## config.mk

```make
export PLATFORM = sky130hd
export DESIGN_NAME = axi_amo_sequencer
export DESIGN_NICKNAME = d
export VERILOG_FILES = /design/src/rtl/axi_amo_sequencer.sv
export SDC_FILE = /design/constraint.sdc
export NUM_CORES = 1
export LEC_CHECK = 0
export CORE_UTILIZATION = 57
export DETAILED_ROUTE_END_ITERATION = 7
export PLACE_DENSITY = 0.94
export SYNTH_ARGS = -nofsm -noshare
export SYNTH_HDL_FRONTEND = slang
export SYNTH_SLANG_ARGS = --single-unit
```

## constraint.sdc

```tcl
create_clock -name clk_i -period 40.7 [get_ports clk_i]
set_input_delay 10.175 -clock clk_i [delete_from_list [all_inputs] [get_ports clk_i]]
set_output_delay 10.175 -clock clk_i [all_outputs]
set_load 0.01 [all_outputs]
```

## src/rtl/axi_amo_sequencer.sv

```systemverilog
// Executes one RISC-V AMO as a single-beat AXI read-modify-write and returns the old value.
// One operation is in flight at a time; every handshake output comes straight from a flop.
module axi_amo_sequencer #(
  parameter int AXI_ADDR_WIDTH   = 64,
  parameter int AXI_DATA_WIDTH   = 64,
  parameter int AXI_ID_WIDTH     = 4,
  parameter int RISCV_WORD_WIDTH = 64
) (
  input  logic                      clk_i,
  input  logic                      rst_i,
  input  logic                      req_valid_i,
  output logic                      req_ready_o,
  input  logic [AXI_ADDR_WIDTH-1:0] req_addr_i,
  input  logic [2:0]                req_size_i,
  input  logic [3:0]                req_op_i,
  input  logic [63:0]               req_operand_i,
  input  logic [AXI_ID_WIDTH-1:0]   req_id_i,
  output logic                      rsp_valid_o,
  input  logic                      rsp_ready_i,
  output logic [63:0]               rsp_data_o,
  output logic                      rsp_err_o,
  output logic [AXI_ADDR_WIDTH-1:0] mst_ar_addr_o,
  output logic [2:0]                mst_ar_size_o,
  output logic [AXI_ID_WIDTH-1:0]   mst_ar_id_o,
  output logic                      mst_ar_valid_o,
  input  logic                      mst_ar_ready_i,
  input  logic [63:0]               mst_r_data_i,
  input  logic [1:0]                mst_r_resp_i,
  input  logic                      mst_r_last_i,
  input  logic                      mst_r_valid_i,
  output logic                      mst_r_ready_o,
  output logic [AXI_ADDR_WIDTH-1:0] mst_aw_addr_o,
  output logic [2:0]                mst_aw_size_o,
  output logic [AXI_ID_WIDTH-1:0]   mst_aw_id_o,
  output logic                      mst_aw_valid_o,
  input  logic                      mst_aw_ready_i,
  output logic [63:0]               mst_w_data_o,
  output logic [7:0]                mst_w_strb_o,
  output logic                      mst_w_last_o,
  output logic                      mst_w_valid_o,
  input  logic                      mst_w_ready_i,
  input  logic [1:0]                mst_b_resp_i,
  input  logic                      mst_b_valid_i,
  output logic                      mst_b_ready_o
);

  if (AXI_DATA_WIDTH != 64) begin : g_bad_data_width
    $fatal(1, "axi_amo_sequencer: AXI_DATA_WIDTH must be 64");
  end

  localparam logic ALLOW_DWORD = (RISCV_WORD_WIDTH == 64);

  typedef enum logic [2:0] {
    S_IDLE = 3'd0, S_AR = 3'd1, S_R = 3'd2, S_ALU = 3'd3,
    S_WR = 3'd4, S_B = 3'd5, S_RSP = 3'd6
  } state_e;

  // Word ops work on the low 32 bits; the compare inputs are widened per signedness.
  function automatic logic [63:0] amo_alu(input logic [3:0] op, input logic is_word,
                                          input logic [63:0] a, input logic [63:0] b);
    logic [63:0] as_v, bs_v, au_v, bu_v, res_v;
    as_v = is_word ? {{32{a[31]}}, a[31:0]} : a;
    bs_v = is_word ? {{32{b[31]}}, b[31:0]} : b;
    au_v = is_word ? {32'd0, a[31:0]} : a;
    bu_v = is_word ? {32'd0, b[31:0]} : b;
    case (op)
      4'd0:    res_v = b;
      4'd1:    res_v = a + b;
      4'd2:    res_v = a & b;
      4'd3:    res_v = a | b;
      4'd4:    res_v = a ^ b;
      4'd5:    res_v = ($signed(as_v) > $signed(bs_v)) ? a : b;
      4'd6:    res_v = (au_v > bu_v) ? a : b;
      4'd7:    res_v = ($signed(as_v) < $signed(bs_v)) ? a : b;
      4'd8:    res_v = (au_v < bu_v) ? a : b;
      default: res_v = b;
    endcase
    return res_v;
  endfunction

  state_e                    state_r;
  logic [AXI_ADDR_WIDTH-1:0] addr_r;
  logic [2:0]                size_r;
  logic [3:0]                op_r;
  logic [63:0]               operand_r, old_r;
  logic [AXI_ID_WIDTH-1:0]   id_r;
  logic                      req_ready_r, rsp_valid_r, rsp_err_r;
  logic [63:0]               rsp_data_r, w_data_r;
  logic [7:0]                w_strb_r;
  logic                      ar_valid_r, r_ready_r, aw_valid_r, w_valid_r, b_ready_r;
  logic                      req_legal_s, is_word_s, aw_done_s, w_done_s, unused_s;
  logic [63:0]               lane_s, alu_s;

  assign is_word_s = (size_r == 3'd2);
  assign aw_done_s = !aw_valid_r || mst_aw_ready_i;
  assign w_done_s  = !w_valid_r || mst_w_ready_i;
  assign alu_s     = amo_alu(op_r, is_word_s, old_r, operand_r);
  assign unused_s  = ^{mst_r_last_i, mst_r_resp_i[0], mst_b_resp_i[0]};

  // Request legality: known op, supported size, naturally aligned address
  always_comb begin
    req_legal_s = 1'b0;
    if (req_op_i > 4'd8) begin
      req_legal_s = 1'b0;
    end else if (req_size_i == 3'd2) begin
      req_legal_s = (req_addr_i[1:0] == 2'b00);
    end else if (req_size_i == 3'd3) begin
      req_legal_s = ALLOW_DWORD && (req_addr_i[2:0] == 3'b000);
    end else begin
      req_legal_s = 1'b0;
    end
  end

  // Read lane extraction; word results are sign-extended for the response
  always_comb begin
    lane_s = mst_r_data_i;
    if (is_word_s) begin
      if (addr_r[2]) begin
        lane_s = {{32{mst_r_data_i[63]}}, mst_r_data_i[63:32]};
      end else begin
        lane_s = {{32{mst_r_data_i[31]}}, mst_r_data_i[31:0]};
      end
    end else begin
      lane_s = mst_r_data_i;
    end
  end

  // Sequencer FSM: request capture, AR, R, ALU, AW+W, B, response
  always_ff @(posedge clk_i or posedge rst_i) begin
    if (rst_i) begin
      state_r     <= S_IDLE;
      addr_r      <= {AXI_ADDR_WIDTH{1'b0}};
      size_r      <= 3'd0;
      op_r        <= 4'd0;
      operand_r   <= 64'd0;
      old_r       <= 64'd0;
      id_r        <= {AXI_ID_WIDTH{1'b0}};
      req_ready_r <= 1'b0;
      rsp_valid_r <= 1'b0;
      rsp_err_r   <= 1'b0;
      rsp_data_r  <= 64'd0;
      w_data_r    <= 64'd0;
      w_strb_r    <= 8'd0;
      ar_valid_r  <= 1'b0;
      r_ready_r   <= 1'b0;
      aw_valid_r  <= 1'b0;
      w_valid_r   <= 1'b0;
      b_ready_r   <= 1'b0;
    end else begin
      case (state_r)
        S_IDLE: begin
          if (req_ready_r && req_valid_i) begin
            req_ready_r <= 1'b0;
            addr_r      <= req_addr_i;
            size_r      <= req_size_i;
            op_r        <= req_op_i;
            operand_r   <= req_operand_i;
            id_r        <= req_id_i;
            if (req_legal_s) begin
              ar_valid_r <= 1'b1;
              state_r    <= S_AR;
            end else begin
              rsp_valid_r <= 1'b1;
              rsp_err_r   <= 1'b1;
              rsp_data_r  <= 64'd0;
              state_r     <= S_RSP;
            end
          end else begin
            req_ready_r <= 1'b1;
          end
        end
        S_AR: begin
          if (mst_ar_ready_i) begin
            ar_valid_r <= 1'b0;
            r_ready_r  <= 1'b1;
            state_r    <= S_R;
          end
        end
        S_R: begin
          if (mst_r_valid_i) begin
            r_ready_r <= 1'b0;
            old_r     <= lane_s;
            if (mst_r_resp_i[1]) begin
              rsp_valid_r <= 1'b1;
              rsp_err_r   <= 1'b1;
              rsp_data_r  <= 64'd0;
              state_r     <= S_RSP;
            end else begin
              state_r <= S_ALU;
            end
          end
        end
        S_ALU: begin
          w_data_r   <= is_word_s ? {alu_s[31:0], alu_s[31:0]} : alu_s;
          w_strb_r   <= is_word_s ? (addr_r[2] ? 8'hF0 : 8'h0F) : 8'hFF;
          aw_valid_r <= 1'b1;
          w_valid_r  <= 1'b1;
          state_r    <= S_WR;
        end
        S_WR: begin
          if (aw_valid_r && mst_aw_ready_i) aw_valid_r <= 1'b0;
          if (w_valid_r && mst_w_ready_i) w_valid_r <= 1'b0;
          if (aw_done_s && w_done_s) begin
            b_ready_r <= 1'b1;
            state_r   <= S_B;
          end
        end
        S_B: begin
          if (mst_b_valid_i) begin
            b_ready_r   <= 1'b0;
            rsp_valid_r <= 1'b1;
            rsp_err_r   <= mst_b_resp_i[1];
            rsp_data_r  <= old_r;
            state_r     <= S_RSP;
          end
        end
        S_RSP: begin
          if (rsp_ready_i) begin
            rsp_valid_r <= 1'b0;
            req_ready_r <= 1'b1;
            state_r     <= S_IDLE;
          end
        end
        default: begin
          req_ready_r <= 1'b0;
          rsp_valid_r <= 1'b0;
          ar_valid_r  <= 1'b0;
          r_ready_r   <= 1'b0;
          aw_valid_r  <= 1'b0;
          w_valid_r   <= 1'b0;
          b_ready_r   <= 1'b0;
          state_r     <= S_IDLE;
        end
      endcase
    end
  end

  assign req_ready_o    = req_ready_r;
  assign rsp_valid_o    = rsp_valid_r;
  assign rsp_data_o     = rsp_data_r;
  assign rsp_err_o      = rsp_err_r;
  assign mst_ar_addr_o  = addr_r;
  assign mst_ar_size_o  = size_r;
  assign mst_ar_id_o    = id_r;
  assign mst_ar_valid_o = ar_valid_r;
  assign mst_r_ready_o  = r_ready_r;
  assign mst_aw_addr_o  = addr_r;
  assign mst_aw_size_o  = size_r;
  assign mst_aw_id_o    = id_r;
  assign mst_aw_valid_o = aw_valid_r;
  assign mst_w_data_o   = w_data_r;
  assign mst_w_strb_o   = w_strb_r;
  assign mst_w_last_o   = 1'b1;
  assign mst_w_valid_o  = w_valid_r;
  assign mst_b_ready_o  = b_ready_r;

endmodule
```

### After elaboration in Yosys (flattened, before gate mapping)

Cells that the tools add are included.

| storage, ports and cells | value |
|---|---|
| flip-flop bits (word level) | 350 |
| output and inout bits | 287 |

| cells by class | value |
|---|---|
| reductions and logical operators | 29 |
| muxes and demuxes | 58 |
| add/subtract/negate cells | 1 |
| bitwise logic cells | 9 |
| magnitude comparators | 5 |
| eq/ne operators | 28 |

Operator list:

| cell | count |
|---|---|
| $mux 64 | 16 |
| $pmux 64 s8 | 1 |
| $pmux 64 s3 | 1 |
| $gt 64x64->1 | 2 |
| $lt 64x64->1 | 2 |
| $add 64x64->64 | 1 |
| $and 64x64->64 | 1 |
| $or 64x64->64 | 1 |
| $xor 64x64->64 | 1 |
| $reduce_or 5->1 | 5 |
| $mux 3 | 8 |
| $ne 2x2->1 const B | 11 |
| $mux 1 | 21 |
| $pmux 1 s3 | 7 |
| $pmux 3 s7 | 1 |
| $eq 4x3->1 const B | 4 |
| $mux 8 | 2 |
| $eq 3x2->1 const B | 5 |
| $reduce_and 6->1 | 2 |
| $reduce_and 2->1 | 5 |
| $eq 3x3->1 const B | 3 |
| $eq 4x2->1 const B | 2 |
| $reduce_and 7->1 | 1 |
| $logic_not 3->1 | 2 |
| other kinds (14) | 25 |

### Depth between registers and ports, before layout

| depth | value |
|---|---|
| depth in word-level cells | 7 |
| gate-level depth with buffers | 18 |
| depth with buffers taken out | 14 |

### Least setup slack after synthesis

Ideal clock, no wire load.

| timing path | value |
|---|---|
| path kind | in2reg |
| start | input port req_addr_i[0] |
| end | register rsp_err_r, in the netlist rsp_err_o |
| buffers on the path | 2 |
| slack | 28.163 ns |
| setup time | 0.137 ns |
| arrival time | 12.400 ns |
| required time | 40.563 ns |
| stages on the path | 8 |
| cells stage by stage | or4b_2 a221oi_1 a21oi_1 o21ai_0 a21o_1 clkbuf_1 clkbuf_1 o21ai_0 |

| between the ends | value |
|---|---|
| longest elaborated chain between the ends | 6 |
| elaborated cells on any way between the ends | 7 |
| classes of those cells | 1 x eq/ne; 3 x mux; 3 x reduce/logical |

RTL lines:

| item | line | RTL |
|---|---|---|
| from (decl) | 13 | `input logic [AXI_ADDR_WIDTH-1:0] req_addr_i,` |
| $logic_not 3->1 | 108 | `req_legal_s = ALLOW_DWORD && (req_addr_i[2:0] == 3'b000);` |
| $mux 1 | 107 | `end else if (req_size_i == 3'd3) begin` |
| $mux 1 * | 105 | `end else if (req_size_i == 3'd2) begin` |
| $mux 1 * | 103 | `if (req_op_i > 4'd8) begin` |
| $ne 2x2->1 (no source line) * | - |  |
| $reduce_and 6->1 (no source line) * | - |  |
| to (signal assigned) | 212 | `rsp_err_r <= mst_b_resp_i[1];` |
| to (decl) | 87 | `logic req_ready_r, rsp_valid_r, rsp_err_r;` |

Mark *: on every way between the ends. The rest lies on a longest branch, timed or not.
A chain may end at the register's enable or synchronous reset.

### Worst setup path after layout

| timing path | value |
|---|---|
| start | input port req_addr_i[0] |
| end | register rsp_data_r[29], in the netlist rsp_data_o[29] |

| between the ends | value |
|---|---|
| longest elaborated chain between the ends | 6 |
| elaborated cells on any way between the ends | 7 |
| classes of those cells | 1 x eq/ne; 3 x mux; 3 x reduce/logical |

RTL lines:

| item | line | RTL |
|---|---|---|
| $logic_not 3->1 | 108 |  |
| $mux 1 | 107 |  |
| $mux 1 * | 105 |  |
| $mux 1 * | 103 |  |
| $ne 2x2->1 (no source line) * | - |  |
| $reduce_and 6->1 (no source line) * | - |  |
| to (signal assigned) | 213 | `rsp_data_r <= old_r;` |
| to (decl) | 88 | `logic [63:0] rsp_data_r, w_data_r;` |

Marks and branches as above.

==> results_dict.tcl <==
set metrics [dict create \
    rrSetupSlack_ns 33.09 \
    ctsResizeCount 0 \
    antenna_found_initial 24 \
    synth_cell_types 97 \
    grt_usage_pct 48.4 \
    p_leak_nw 13.2 \
    die_h_microns 209 \
    start_kind "primary input" \
    final_nets 3594 \
    min_period_ns 14.05 \
    cts_buffer_depth 3 \
    critPathRequiredTime_ns 41.16 \
    clk_latency_ns 0.59 \
    asyncSetResetFlopFracSynth_pct 100 \
    yosysWarningCount 0 \
    critPathMaxFanout 70 \
    syn_to_final_growth_pct 24.8 \
    finalHoldViolations 0 \
    dpl.hpwl_microns 78000 \
    cts_tree "yes" \
    layout-drive-gt1-share_pct 8.08 \
    yosysSeqAreaShare_pct 35.2 \
    path_depth 9 \
    dieArea_sq_um 43700 \
    die_x_microns 209 \
    placed_area_sq_um 29000 \
    cp-startpoint "req_addr_i[0]" \
    r2r-start "mst_ar_size_o[1]" \
    cts_made_buffers 39 \
    grt-ovfl-total 0 \
    critPathCapture "rsp_data_o[29]" \
    crit_path_top_delay_cell "a221oi_1" \
    tightest_slew_ns 1.50 \
    cts_root_buf "clkbuf_16" \
    cts_hold_buf 0 \
    drtIter0Drc 3564 \
    status "finished clean" \
    drtPass1Iterations 7 \
    core_area_sq_um 42100 \
    path_cells "clkdlybuf4s50_1 -> or4b_2 -> a221oi_1 -> a21oi_1 -> o21ai_0 -> a21o_4 -> buf_4 -> nand2_1 -> o31ai_1" \
    post-cts-setup-buffers 0 \
    max_freq_ghz 0.0712 \
    rr_endpoint "mst_w_data_o[51]" \
    routabilityCongestion 1.04 \
    initial_core_util_pct 58.0 \
    finish.instance_area_sq_um 30500 \
    mostFrequentLayoutCell "clkdlybuf4s50_1" \
    setup_viol 0 \
    crit_family "compound AO/OA/AOI/OAI gates" \
    syn_area_per_cell_sq_um 8.56 \
    finalSetupTns_ns 0 \
    vias_per_cell 6.88 \
    final_antenna_net_count 0 \
    wl_per_cell_microns 29.4 \
    finClkSkew_ns 0.0312 \
    p_per_area_nw_per_um2 111 \
    max_cap_violations 0 \
    vias 25783 \
    fillers 2951 \
    final_cell_mix "clkdlybuf4s50_1, nand2_1, dfrtp_1" \
    cts.reportedPaths.clkPinSlew_ns 0.06 \
    fp-row-count 75 \
    drc_errors 0 \
    io_pins 504 \
    port_buffers 499 \
    wl_microns 110000 \
    rsz0062_at_grt "false" \
    synth-edff-count 0 \
    finalMaxSlewViolations 0 \
    slew_headroom_pct 0.164 \
    cp_data_arrival_time_ns 14.51 \
    ir_drop_v 0.0000712 \
    synthCells 2856 \
    grt_max_degree 158 \
    critPathBufInv 2 \
    syn_area_sq_um 24500 \
    synth-main-ff-cell "dfrtp_1" \
    synth-seq-cells 344 \
    cp-end-kind "flip-flop" \
    grt_pass1_vias 24609 \
    critPathKind "primary input to flip-flop" \
    cts-htree-levels 2 \
    clock_sinks 344 \
    syn_nets 3298 \
    hold_path.class "flip-flop to flip-flop" \
    ff2ff_path_depth 15 \
    critPathMaxStageDelay_ns 0.93 \
    post-route-period-util_pct 34.5 \
    grt_pass1_wl_microns 157000 \
]
==> Yosys cell counts, drive strengths merged, types with 12 or more instances <==
master	count	area (sq um)
nand2	353	1330
buf	117	816
xnor2	15	131
nand2b	13	81.3
inv	157	589
a31oi	24	156
o21ai	264	1330
clkbuf	157	591
a22oi	12	90.1
nor3	33	165
a221oi	68	689
nand4	28	175
o31ai	66	495
a21o	36	270
o221ai	15	131
o21bai	12	90.1
o211ai	18	135
ha	224	2800
a211oi	43	365
dfrtp	344	8610
mux2	83	935
nor2b	12	75.1
nor2	250	946
a21oi	260	1310
nand3	32	165
mux2i	43	438
==> through the flow <==
| step | hold WS, ns | worst slack, ns | util [%] | power [W] | instances |
|---|---|---|---|---|---|
| floorplan | 0.516 | 20.99 | - | 0.00202 | 2856 |
| detailed placement | 0.465 | 26.49 | 68.9 | 0.00286 | 3650 |
| finish | 0.477 | 26.65 | 72.4 | 0.00339 | 3747 |
| CTS | 0.478 | 26.96 | 72.3 | 0.00328 | 3721 |
| global placement | 0.460 | 26.68 | 68.9 | 0.00278 | 3650 |
| global route | 0.504 | 26.63 | 72.4 | 0.00353 | 3741 |
==> state kept, by name (all words and copies together) (netlist names) <==
name,count
mst_ar_valid_o,1
mst_ar_addr_o,64
op_r,4
rsp_err_o,1
rsp_valid_o,1
req_ready_o,1
old_r,64
mst_r_ready_o,1
mst_aw_valid_o,1
mst_w_valid_o,1
operand_r,64
state_r,3
mst_w_data_o,64
mst_b_ready_o,1
mst_w_strb_o,2
mst_ar_id_o,4
rsp_data_o,64
mst_ar_size_o,3
==> cell families (layout without fill, tap and decap cells) <==
family | after synthesis | count (layout) | share of synthesized area, %
AO/OA/AOI/OAI | 927 | 927 | 24.8
AND/OR/NAND/NOR | 778 | 778 | 13.8
buffers and inverters | 432 | 758 | 8.18
flip-flops | 344 | 344 | 35.2
adder cells (fa/ha/maj) | 225 | 225 | 11.5
multiplexers | 126 | 126 | 5.61
XOR/XNOR | 23 | 23 | 0.824
other | 1 | 27 | 0.0153
==> worst min-delay path by stage <==
stage                     cells past startpoint  slack (ns)               end             start
after floorplan                               2        0.52  mst_w_data_o[12]  mst_w_data_o[12]
after global placement                        2        0.46    rsp_data_o[18]    rsp_data_o[18]
after detailed placement                      2        0.46    rsp_data_o[46]    rsp_data_o[46]
after CTS                                     2        0.48    rsp_data_o[46]    rsp_data_o[46]
after global routing                          2        0.50    rsp_data_o[46]    rsp_data_o[46]
final                                         2        0.48    rsp_data_o[46]    rsp_data_o[46]
==> tightest hold or removal path: cells and delay by family, from the launching register on <==
| family | cells | cell delay, ns |
|---|---|---|
| flip-flops | 1 | 0.34 |
| AND/OR/NAND/NOR | 1 | 0.05 |
| AO/OA/AOI/OAI | 1 | 0.05 |
==> per-layer routing <==
metal	global-route usage, %	vias to the layer above	share of wire (%)
li1	-	10743	-
met1	58.7	12339	35
met2	75.2	2075	44
met3	11.0	622	11
met4	36.5	4	9.8
met5	0	-	0.019
==> report_power, final <==
group | total (W) | switching, W | internal (W)
logic | 0.00226 | 0.00142 | 0.000844
clock network | 0.000397 | 0.000163 | 0.000235
registers | 0.000729 | 0.000223 | 0.000505
total | 0.00339 | 0.00181 | 0.00158
==> layout make-up <==
type | count | area (sq um) | share of cell area, %
antenna | 26 | 65.1 | 0.213
sequential | 344 | 8610 | 28.2
clock inverter | 19 | 287 | 0.939
multi-input combinational | 2080 | 13900 | 45.6
tap | 539 | 674 | 2.21
timing repair buffer | 529 | 5230 | 17.1
inverter | 158 | 601 | 1.97
clock buffer | 52 | 1130 | 3.69
Power figures use the tool's default switching activity.
